## src/rtl/ir_bridge_pkg.sv

```systemverilog
// Shared FSM encoding, ASCII constants and frame length for the IR command UART bridge.
// Frame terminator is selected by IR_BRIDGE_CRLF_EN (CR LF when defined, single space otherwise).
package ir_bridge_pkg;

   typedef enum logic [1:0] {
      IDLE = 2'd0,
      POP  = 2'd1,
      SEND = 2'd2,
      GAP  = 2'd3
   } state_e;

   localparam logic [7:0] ASCII_ZERO  = 8'h30;
   localparam logic [7:0] ASCII_A     = 8'h41;
   localparam logic [7:0] ASCII_CR    = 8'h0D;
   localparam logic [7:0] ASCII_LF    = 8'h0A;
   localparam logic [7:0] ASCII_SPACE = 8'h20;

`ifdef IR_BRIDGE_CRLF_EN
   localparam int unsigned FRAME_LEN = 4;
`else
   localparam int unsigned FRAME_LEN = 3;
`endif

   function automatic logic [7:0] nib2hex(input logic [3:0] nib);
      if (nib < 4'd10) return ASCII_ZERO + {4'h0, nib};
      else             return ASCII_A + {4'h0, nib - 4'd10};
   endfunction

endpackage

```

## src/rtl/ir_cmd_fifo.sv

```systemverilog
// Synchronous byte FIFO with registered occupancy level and full/empty flags.
// Push is refused when full, judged on the level before any same-cycle pop.
module ir_cmd_fifo
   import ir_bridge_pkg::*;
#(
   parameter int DEPTH = 8
) (
   input  logic                     clk,
   input  logic                     rst_n,
   input  logic                     push,
   input  logic [7:0]               din,
   input  logic                     pop,
   output logic [7:0]               dout,
   output logic                     full,
   output logic                     empty,
   output logic [$clog2(DEPTH):0]   level
);

   localparam int AW = $clog2(DEPTH);

   logic [7:0]    mem_q [DEPTH];
   logic [AW-1:0] wr_ptr_q, wr_ptr_d;
   logic [AW-1:0] rd_ptr_q, rd_ptr_d;
   logic [AW:0]   level_q, level_d;
   logic          do_push, do_pop;

   assign full    = (level_q == (AW+1)'(DEPTH));
   assign empty   = (level_q == '0);
   assign level   = level_q;
   assign dout    = mem_q[rd_ptr_q];
   assign do_push = push && !full;
   assign do_pop  = pop && !empty;

   always_comb begin
      wr_ptr_d = wr_ptr_q + AW'(do_push);
      rd_ptr_d = rd_ptr_q + AW'(do_pop);
      level_d  = level_q;
      case ({do_push, do_pop})
         2'b10:   level_d = level_q + 1'b1;
         2'b01:   level_d = level_q - 1'b1;
         default: level_d = level_q;
      endcase
   end

   always_ff @(posedge clk or negedge rst_n) begin
      if (!rst_n) begin
         wr_ptr_q <= '0;
         rd_ptr_q <= '0;
         level_q  <= '0;
      end else begin
         wr_ptr_q <= wr_ptr_d;
         rd_ptr_q <= rd_ptr_d;
         level_q  <= level_d;
      end
   end

   // Storage carries no reset; pointers alone define what is valid.
   always_ff @(posedge clk) begin
      if (do_push) mem_q[wr_ptr_q] <= din;
   end

endmodule

```

## src/rtl/ir_cmd_uart_bridge.sv

```systemverilog
// Buffers decoded IR command bytes and sends each to a UART as ASCII hex plus terminator.
// Define IR_BRIDGE_CRLF_EN for a CR LF terminator; default is a single space.
module ir_cmd_uart_bridge
   import ir_bridge_pkg::*;
#(
   parameter int FIFO_DEPTH = 8
) (
   input  logic                          clk_50,
   input  logic                          reset,
   input  logic [7:0]                    ir_cmd,
   input  logic                          ir_cmd_ready,
   input  logic                          tx_ready,
   output logic [7:0]                    tx_data,
   output logic                          tx_load,
   output logic [$clog2(FIFO_DEPTH):0]   fifo_level,
   output logic                          overflow,
   output logic [7:0]                    drop_count,
   output logic                          busy
);

   localparam logic [1:0] LAST_IDX = 2'(FRAME_LEN - 1);

   state_e     state_q, state_d;
   logic [1:0] idx_q, idx_d;
   logic [7:0] cmd_q, cmd_d;
   logic [7:0] tx_data_q, tx_data_d;
   logic       tx_load_q, tx_load_d;
   logic       overflow_q, overflow_d;
   logic [7:0] drop_count_q, drop_count_d;
   logic       fifo_pop, fifo_full, fifo_empty, drop;
   logic [7:0] fifo_dout;

   ir_cmd_fifo #(.DEPTH(FIFO_DEPTH)) u_fifo (
      .clk   (clk_50),
      .rst_n (reset),
      .push  (ir_cmd_ready),
      .din   (ir_cmd),
      .pop   (fifo_pop),
      .dout  (fifo_dout),
      .full  (fifo_full),
      .empty (fifo_empty),
      .level (fifo_level)
   );

   function automatic logic [7:0] frame_char(input logic [7:0] cmd, input logic [1:0] idx);
      case (idx)
         2'd0:    return nib2hex(cmd[7:4]);
         2'd1:    return nib2hex(cmd[3:0]);
`ifdef IR_BRIDGE_CRLF_EN
         2'd2:    return ASCII_CR;
         default: return ASCII_LF;
`else
         default: return ASCII_SPACE;
`endif
      endcase
   endfunction

   assign drop = ir_cmd_ready && fifo_full;

   always_comb begin
      overflow_d   = overflow_q | drop;
      drop_count_d = drop_count_q;
      if (drop && drop_count_q != 8'hFF) drop_count_d = drop_count_q + 8'd1;
   end

   // tx_load and tx_data are registered, so the strobe lands in the GAP cycle.
   always_comb begin
      state_d   = state_q;
      idx_d     = idx_q;
      cmd_d     = cmd_q;
      tx_data_d = tx_data_q;
      tx_load_d = 1'b0;
      fifo_pop  = 1'b0;
      case (state_q)
         IDLE: if (!fifo_empty) state_d = POP;
         POP: begin
            cmd_d    = fifo_dout;
            fifo_pop = 1'b1;
            idx_d    = 2'd0;
            state_d  = SEND;
         end
         SEND: if (tx_ready) begin
            tx_data_d = frame_char(cmd_q, idx_q);
            tx_load_d = 1'b1;
            state_d   = GAP;
         end
         GAP: begin
            if (idx_q == LAST_IDX) state_d = IDLE;
            else begin
               idx_d   = idx_q + 2'd1;
               state_d = SEND;
            end
         end
         default: state_d = IDLE;
      endcase
   end

   always_ff @(posedge clk_50 or negedge reset) begin
      if (!reset) begin
         state_q      <= IDLE;
         idx_q        <= 2'd0;
         tx_data_q    <= 8'h00;
         tx_load_q    <= 1'b0;
         overflow_q   <= 1'b0;
         drop_count_q <= 8'h00;
      end else begin
         state_q      <= state_d;
         idx_q        <= idx_d;
         tx_data_q    <= tx_data_d;
         tx_load_q    <= tx_load_d;
         overflow_q   <= overflow_d;
         drop_count_q <= drop_count_d;
      end
   end

   always_ff @(posedge clk_50) begin
      cmd_q <= cmd_d;
   end

   assign tx_data    = tx_data_q;
   assign tx_load    = tx_load_q;
   assign overflow   = overflow_q;
   assign drop_count = drop_count_q;
   assign busy       = (state_q != IDLE);

endmodule

```

## config.mk

```make
export PLATFORM = sky130hd
export DESIGN_NAME = ir_cmd_uart_bridge
export DESIGN_NICKNAME = d
export VERILOG_FILES = /design/src/rtl/ir_bridge_pkg.sv /design/src/rtl/ir_cmd_fifo.sv /design/src/rtl/ir_cmd_uart_bridge.sv
export SDC_FILE = /design/constraint.sdc
export NUM_CORES = 1
export LEC_CHECK = 0
export CAP_MARGIN = 20
export CORE_MARGIN = 2
export CORE_UTILIZATION = 54
export CTS_BUF_LIST = sky130_fd_sc_hd__clkbuf_2
export CTS_CLUSTER_SIZE = 25
export DETAILED_ROUTE_END_ITERATION = 7
export PLACE_DENSITY = 0.8
export SYNTH_ARGS = -nofsm -noshare
export SYNTH_HDL_FRONTEND = slang
export SYNTH_SLANG_ARGS = --single-unit
```

## constraint.sdc

```tcl
create_clock -name clk_50 -period 2.4 [get_ports clk_50]
set_clock_uncertainty 0.15 [all_clocks]
set_input_delay 0.36 -clock clk_50 [delete_from_list [all_inputs] [get_ports clk_50]]
set_output_delay 0.36 -clock clk_50 [all_outputs]
set_load 0.005 [all_outputs]
```

Word-level counts from Yosys, hierarchy flattened
Memory sizes are Yosys's and may differ from the RTL's. A register that Yosys moved wholly into a read port is not among the register bits.
Index checks and enable logic that the tools add are counted.
{ "word_totals": {"n_memories": 1, "word_cells": 67, "input_bits": 12, "ff_bits": 32, "output_inout_bits": 23, "ram_bits": 64} }
{ "classes": {"muxes": 15, "n_bitwise": 1, "n_reduce_logical": 15, "eq_ne": 12, "n_lt_le_gt_ge": 2, "add_sub_neg": 12} }
{ "mem_list": {"columns": ["name", "depth", "word_bits", "read_ports", "rd_clocked_by_memory_dff", "wr", "line", "text"], "rows": [
  ["u_fifo.mem_q", 8, 8, 1, 1, 1, "ir_cmd_fifo.sv:21", "logic [7:0] mem_q [DEPTH];"]
]} }
{ "ops": {"columns": ["cell", "count"], "rows": [
  ["7-bit by 4-bit adder with 8-bit output (first input constant)", 2],
  ["8-bit 2-to-1 mux", 2],
  ["8-bit one-hot mux with 2 select lines", 1],
  ["6-bit by 4-bit adder with 7-bit output (first input constant)", 2],
  ["8-bit by 1-bit adder with 8-bit output (second input constant)", 1],
  ["2-bit equality test (second input constant)", 4],
  ["4-bit < comparator (second input constant)", 2],
  ["2-bit 2-to-1 mux", 4],
  ["8-bit != test (second input constant)", 1],
  ["2-bit one-hot mux with 4 select lines", 1],
  ["4-bit one-hot mux with 2 select lines", 1],
  ["4-bit subtractor (second input constant)", 2],
  ["3-bit by 1-bit adder with 3-bit output", 2],
  ["2-bit by 1-bit equality test with 1-bit output (second input constant)", 3],
  ["2-bit != test (second input constant)", 3],
  ["2-bit AND reduction", 3],
  ["2-bit nonzero test", 3],
  ["1-bit 2-to-1 mux", 5],
  ["4-bit by 1-bit adder with 4-bit output (second input constant)", 1],
  ["4-bit equality test (second input constant)", 1],
  ["1-bit logical AND", 4],
  ["2-bit logical NOT", 2],
  ["4-bit logical NOT", 1],
  ["2-bit one-hot mux with 2 select lines", 1],
  ["other kinds (4)", 5]
]} }

Logic depth before layout (Yosys ltp)
{ "logic_depth": {"ltp_word": 5, "mapped_depth": 10, "depth_no_buf": 10} }

Cells and area by module
Synthesis repeated with hierarchy kept, for this count alone.
{ "hier_totals": {"cells_unflattened": 290, "hier_area_um2": 4545.6} }
{ "modules_own_cells": {"columns": ["module", "area_each_um2", "seq_area_each_um2", "instances", "cells_per_inst"], "rows": [
  ["ir_cmd_fifo", 3032.9, 2172.1, 1, 146],
  ["ir_cmd_uart_bridge", 1512.7, 765.7, 1, 144]
]} }

Worst setup path after synthesis
Ideal clock, no wire load.
{ "synth_path": {"path_kind": "register to register", "from": "register state_q[0]", "to": "register u_fifo.level_q[2] (netlist: u_fifo.level[2])", "setup_slack_ns": -0.007, "path_stages_with_launch": 10, "setup_ns": 0.129, "synth_period_minus_slack_ns": 2.407, "path_buffers": 0, "t_required_ns": 2.121, "t_arrival_ns": 2.128, "path_cell_list": "dfrtp_1 nor2b_1 nor2b_1 ha_1 xor2_1 ha_1 a21oi_1 xor2_1 nor2_1 xor2_1"} }
{ "synth_via": {"elab_chain_len": 5, "word_cells_on_any_way": 7, "cone_classes": "eq/ne: 3; mux: 2; reduce/logical: 2"} }
{ "synth_rtl": {"columns": ["item", "line", "text"], "rows": [
  ["start, declared", "ir_cmd_uart_bridge.sv:23", "state_e state_q, state_d;"],
  ["start signal, assigned", "ir_cmd_uart_bridge.sv:107", "state_q <= state_d;"],
  ["2-bit by 1-bit equality test with 1-bit output *", "ir_cmd_uart_bridge.sv:74", "case (state_q)"],
  ["1-bit 2-to-1 mux *", "ir_cmd_uart_bridge.sv:74", null],
  ["1-bit logical AND *", "ir_cmd_fifo.sv:32", "assign do_pop = pop && !empty;"],
  ["2-bit by 1-bit equality test with 1-bit output / 2-bit equality test (equally long branches)", "ir_cmd_fifo.sv:38", "case ({do_push, do_pop})"],
  ["4-bit one-hot mux with 2 select lines / 2-bit nonzero test (equally long branches)", null, null],
  ["end signal, assigned", "ir_cmd_fifo.sv:53", "level_q <= level_d;"],
  ["end, declared", "ir_cmd_fifo.sv:24", "logic [AW:0] level_q, level_d;"]
]} }
Every way passes the cells marked *; elsewhere a longest branch is shown, timed or not.
A chain may end at the register's enable or synchronous reset.

Worst setup path after layout
{ "layout_path": {"from": "register u_fifo.level_q[3] (netlist: u_fifo.level[3])", "to": "register u_fifo.level_q[2] (netlist: u_fifo.level[2])"} }
{ "layout_via": {"elab_chain_len": 5, "word_cells_on_any_way": 10, "cone_classes": "eq/ne: 3; mux: 1; reduce/logical: 6"} }
{ "layout_rtl": {"columns": ["item", "line"], "rows": [
  ["4-bit equality test / 4-bit logical NOT (equally long branches)", "ir_cmd_fifo.sv:27, ir_cmd_fifo.sv:28"],
  ["1-bit logical NOT (on tied branches)", "ir_cmd_fifo.sv:31, ir_cmd_fifo.sv:32"],
  ["1-bit logical AND (on tied branches)", "ir_cmd_fifo.sv:31, ir_cmd_fifo.sv:32"],
  ["2-bit by 1-bit equality test with 1-bit output / 2-bit equality test (equally long branches)", "ir_cmd_fifo.sv:38"],
  ["4-bit one-hot mux with 2 select lines / 2-bit nonzero test (equally long branches)", null]
]} }
Several ways; a longest one is shown, not always the timed one.

==> key figures <==
Status
  • Status: complete, no violations

Global route
  • Largest net degree at the start of global routing: 32
  • Gr ovfl total: 0
  • Total track usage: 17.5%
  • Vias in the first global route: 2428
  • Wire length of the first global-routing pass: 11700 um
  • Initial antenna violation count: 0

Setup path
  • Crit path top cell by count: xor2_1
  • Worst EP required: 2710 ps
  • CP delay by family, top: simple AND/OR/NAND/NOR gates
  • Worst Path Arrival: 2560 ps
  • Startpoint type of the worst setup path: register
  • CP max stage delay: 490 ps
  • CP Class: register to register
  • CP Buf/Inv Count: 0
  • Worst-path fanout max: 4
  • CP Cell Sequence: nor4_2 > nor2b_1 > ha_1 > xor2_1 > ha_1 > a21oi_1 > xor2_1 > nor2_1 > xor2_1
  • CP Capture Type: register
  • Slowest cell on crit path: dfrtp_1

Pwr
  • Total power: 5.30 mW
  • P_sw: 1.66 mW
  • Clock share of power: 14.7%
  • Power density cells: 1010 nW/um2
  • Leak: 1.98 nW
  • Internal power: 3.64 mW
  • Sw frac: 31.3%
  • Worst vdd ir: 0.000482 V
  • Flop pwr share: 49.8%
  • Comb pwr share: 35.5%

Final layout
  • Ant. Diodes: 0
  • P&R area growth vs syn: 15.4%
  • Post-route cell area: 5230 um2
  • Final Core Density: 63.9%
  • Nets@finish: 373
  • Ratio of cells with drive above 1 in the final layout: 16.3%

Placed design
  • Buffers on Ports: 33
  • Placer Congestion: 0.826
  • Place WS: -38.9 ps
  • Post-DP HPWL: 5100 um
  • DP Area: 5080 um2

Clocking
  • Post-CTS setup buffers: 0
  • Clock transition at path regs: 270 ps
  • CTS Sinks: 103
  • CTS H-tree depth: 3
  • Clk buf depth: 2
  • Worst-Skew Late Latency: 530 ps
  • Root cell of the clock tree: clkbuf_2
  • CTS tree: built
  • TritonCTS buffer count: 9

Synthesis
  • Area contributors post-synth: edfxtp_1, dfrtp_1, mux4_1
  • Register bit total from synthesis: 103
  • Most frequent cells after synthesis: edfxtp_1, dfrtp_1, ha_1, mux4_1, nor2_1
  • Largest area contributor in the netlist: edfxtp_1
  • Synth Instances: 288
  • EDFF count, synth: 72
  • Post-synthesis net count: 317
  • Yosys cell types: 44
  • Avg Inst Size Synth: 15.7 um2
  • Asr flop ratio synth: 30.1%
  • Synth Warn #: 0
  • Synthesized area: 4530 um2
  • Share of the synthesized area in the top cell type: 47.7%
  • Post-synth top flop: edfxtp_1
  • Most frequent cell after synthesis: edfxtp_1
  • Seq/Total Area, Yosys: 64.9%

Flow run
  • Max Cap Viol: 0

Timing
  • Crit share post-route: 93.6%
  • Max-slew violation count: 0
  • Crit path time final: 2250 ps
  • Hold_ws: 344 ps
  • Final Hold Viols: 0
  • Final worst setup slack: 153 ps
  • RSZ-0062 raised after global routing: yes
  • Achievable frequency: 0.445 GHz
  • Final Setup Violations: 0

Floorplan
  • Initial core utilization: 55.4%
  • Core ar.: 8180 um2
  • Die width: 95.6 um
  • Io pins: 35
  • Count of standard-cell rows: 33
  • DIE AREA: 9130 um2
  • Die H: 95.6 um

Routing
  • DRC violations left: 0
  • Routed Antenna Nets: 0
  • DR vias: 2517
  • Initial DRT Pass Iterations: 4
  • DR iter-0 viols: 149
  • Wire length per cell: 16.3 um
  • Final WL: 7400 um
  • Vias per cell: 5.54

Hold path
  • Hold Path Class: primary input to register
==> area by class of cell <==
type                            instances  area (um2)
Clock inverter                          7        72.6
Sequential cell                       103        2940
Tap cell                              105         131
Timing Repair Buffer                   54         493
Inverter                               12        45.0
Fill cell                             588        2950
Clock buffer                            9        45.0
Multi-Input combinational cell        164        1500
==> final timing paths <==
kind                            cells past startpoint                      endpoint  slack [ps]                         from
worst max-delay path                                9   u_fifo.level[2]$_DFFE_PN0P_         150  u_fifo.level[3]$_DFFE_PN0P_
worst min-delay path                                3     drop_count[3]$_DFFE_PN0P_         340                 ir_cmd_ready
worst max register to register                      9   u_fifo.level[2]$_DFFE_PN0P_         150  u_fifo.level[3]$_DFFE_PN0P_
worst min register to register                      1            overflow$_DFF_PN0_         360           overflow$_DFF_PN0_
max in group asynchronous                           3  u_fifo.wr_ptr_q[1]$_DFF_PN0_        1190                        reset
min in group asynchronous                           3        tx_data[3]$_DFFE_PN0P_         580                        reset
==> repair_timing <==
action / in CTS / in global routing
gates resized for setup: 0 / 5
setup endpoints to repair: 0 / 2
hold buffers: 0 / 1
hold endpoints to repair: 0 / 13
==> cell usage in the layout (no fill, tap or decap), drive strengths merged, types with 3 or more instances in the layout <==
cell / count
nor2b: 6
o21ai: 14
clkbuf: 9
nand3: 7
nand4: 4
nor2: 14
nor3: 3
ha: 17
dfrtp: 31
a31oi: 3
mux2: 11
o211ai: 5
nand2b: 3
edfxtp: 72
clkinvlp: 3
inv: 13
and3: 3
a21oi: 9
clkdlybuf4s50: 32
mux4: 16
xnor2: 10
nand2: 11
xor2: 7
buf: 20
==> worst register-to-register path, stage by stage (launching register included) <==
cell	delay, ps
dfrtp_1	490
nor4_2	310
nor2b_1	130
ha_1	240
xor2_1	170
ha_1	170
a21oi_1	140
xor2_1	160
nor2_1	60
xor2_1	140
==> metrics by stage <==
step	setup TNS [ps]	std cells
floorplan	0	288
global placement	0	437
detailed placement	-38.9	437
CTS	0	453
global route	0	454
finish	0	454
==> power groups by stage <==
stage / Clock, mW / Combinational [mW] / Sequential [mW]
2_1_floorplan: 0 / 1.22 / 2.62
3_3_place_gp: 0 / 1.83 / 2.63
3_5_place_dp: 0 / 1.89 / 2.66
4_1_cts: 0.804 / 1.90 / 2.62
5_1_grt: 0.870 / 2.10 / 2.68
6_report: 0.781 / 1.88 / 2.64
==> flip-flops by register name, summed over array words and instances (netlist names) <==
| name | count |
|---|---|
| cmd_q | 8 |
| drop_count | 8 |
| idx_q | 2 |
| overflow | 1 |
| state_q | 2 |
| tx_data | 7 |
| tx_load | 1 |
| u_fifo.level | 4 |
| u_fifo.mem_q | 64 |
| u_fifo.rd_ptr_q | 3 |
| u_fifo.wr_ptr_q | 3 |
==> logic make-up (layout without fill, tap and decap cells) <==
group                      Yosys count  count (layout)  synth area share, %
and+or+nand+nor                     61              61                 7.16
buffers and inverters               21              82                 2.40
adders and majority gates           17              17                 4.70
other                                1               1               0.0828
muxes                               27              27                 11.9
DFF                                103             103                 64.9
AOI/OAI and AO/OA                   41              41                 5.55
xor gates and xnor gates            17              17                 3.29
==> per-layer routing <==
metal | GRT usage, % | vias up | wire length, um
li1 | - | 1216 | -
met1 | 22.0 | 1254 | 3200
met2 | 30.1 | 39 | 3870
met3 | 4.27 | 8 | 231
met4 | 5.60 | 0 | 97
met5 | 0 | - | 0
No activity file was read; power rests on OpenSTA's default activity.
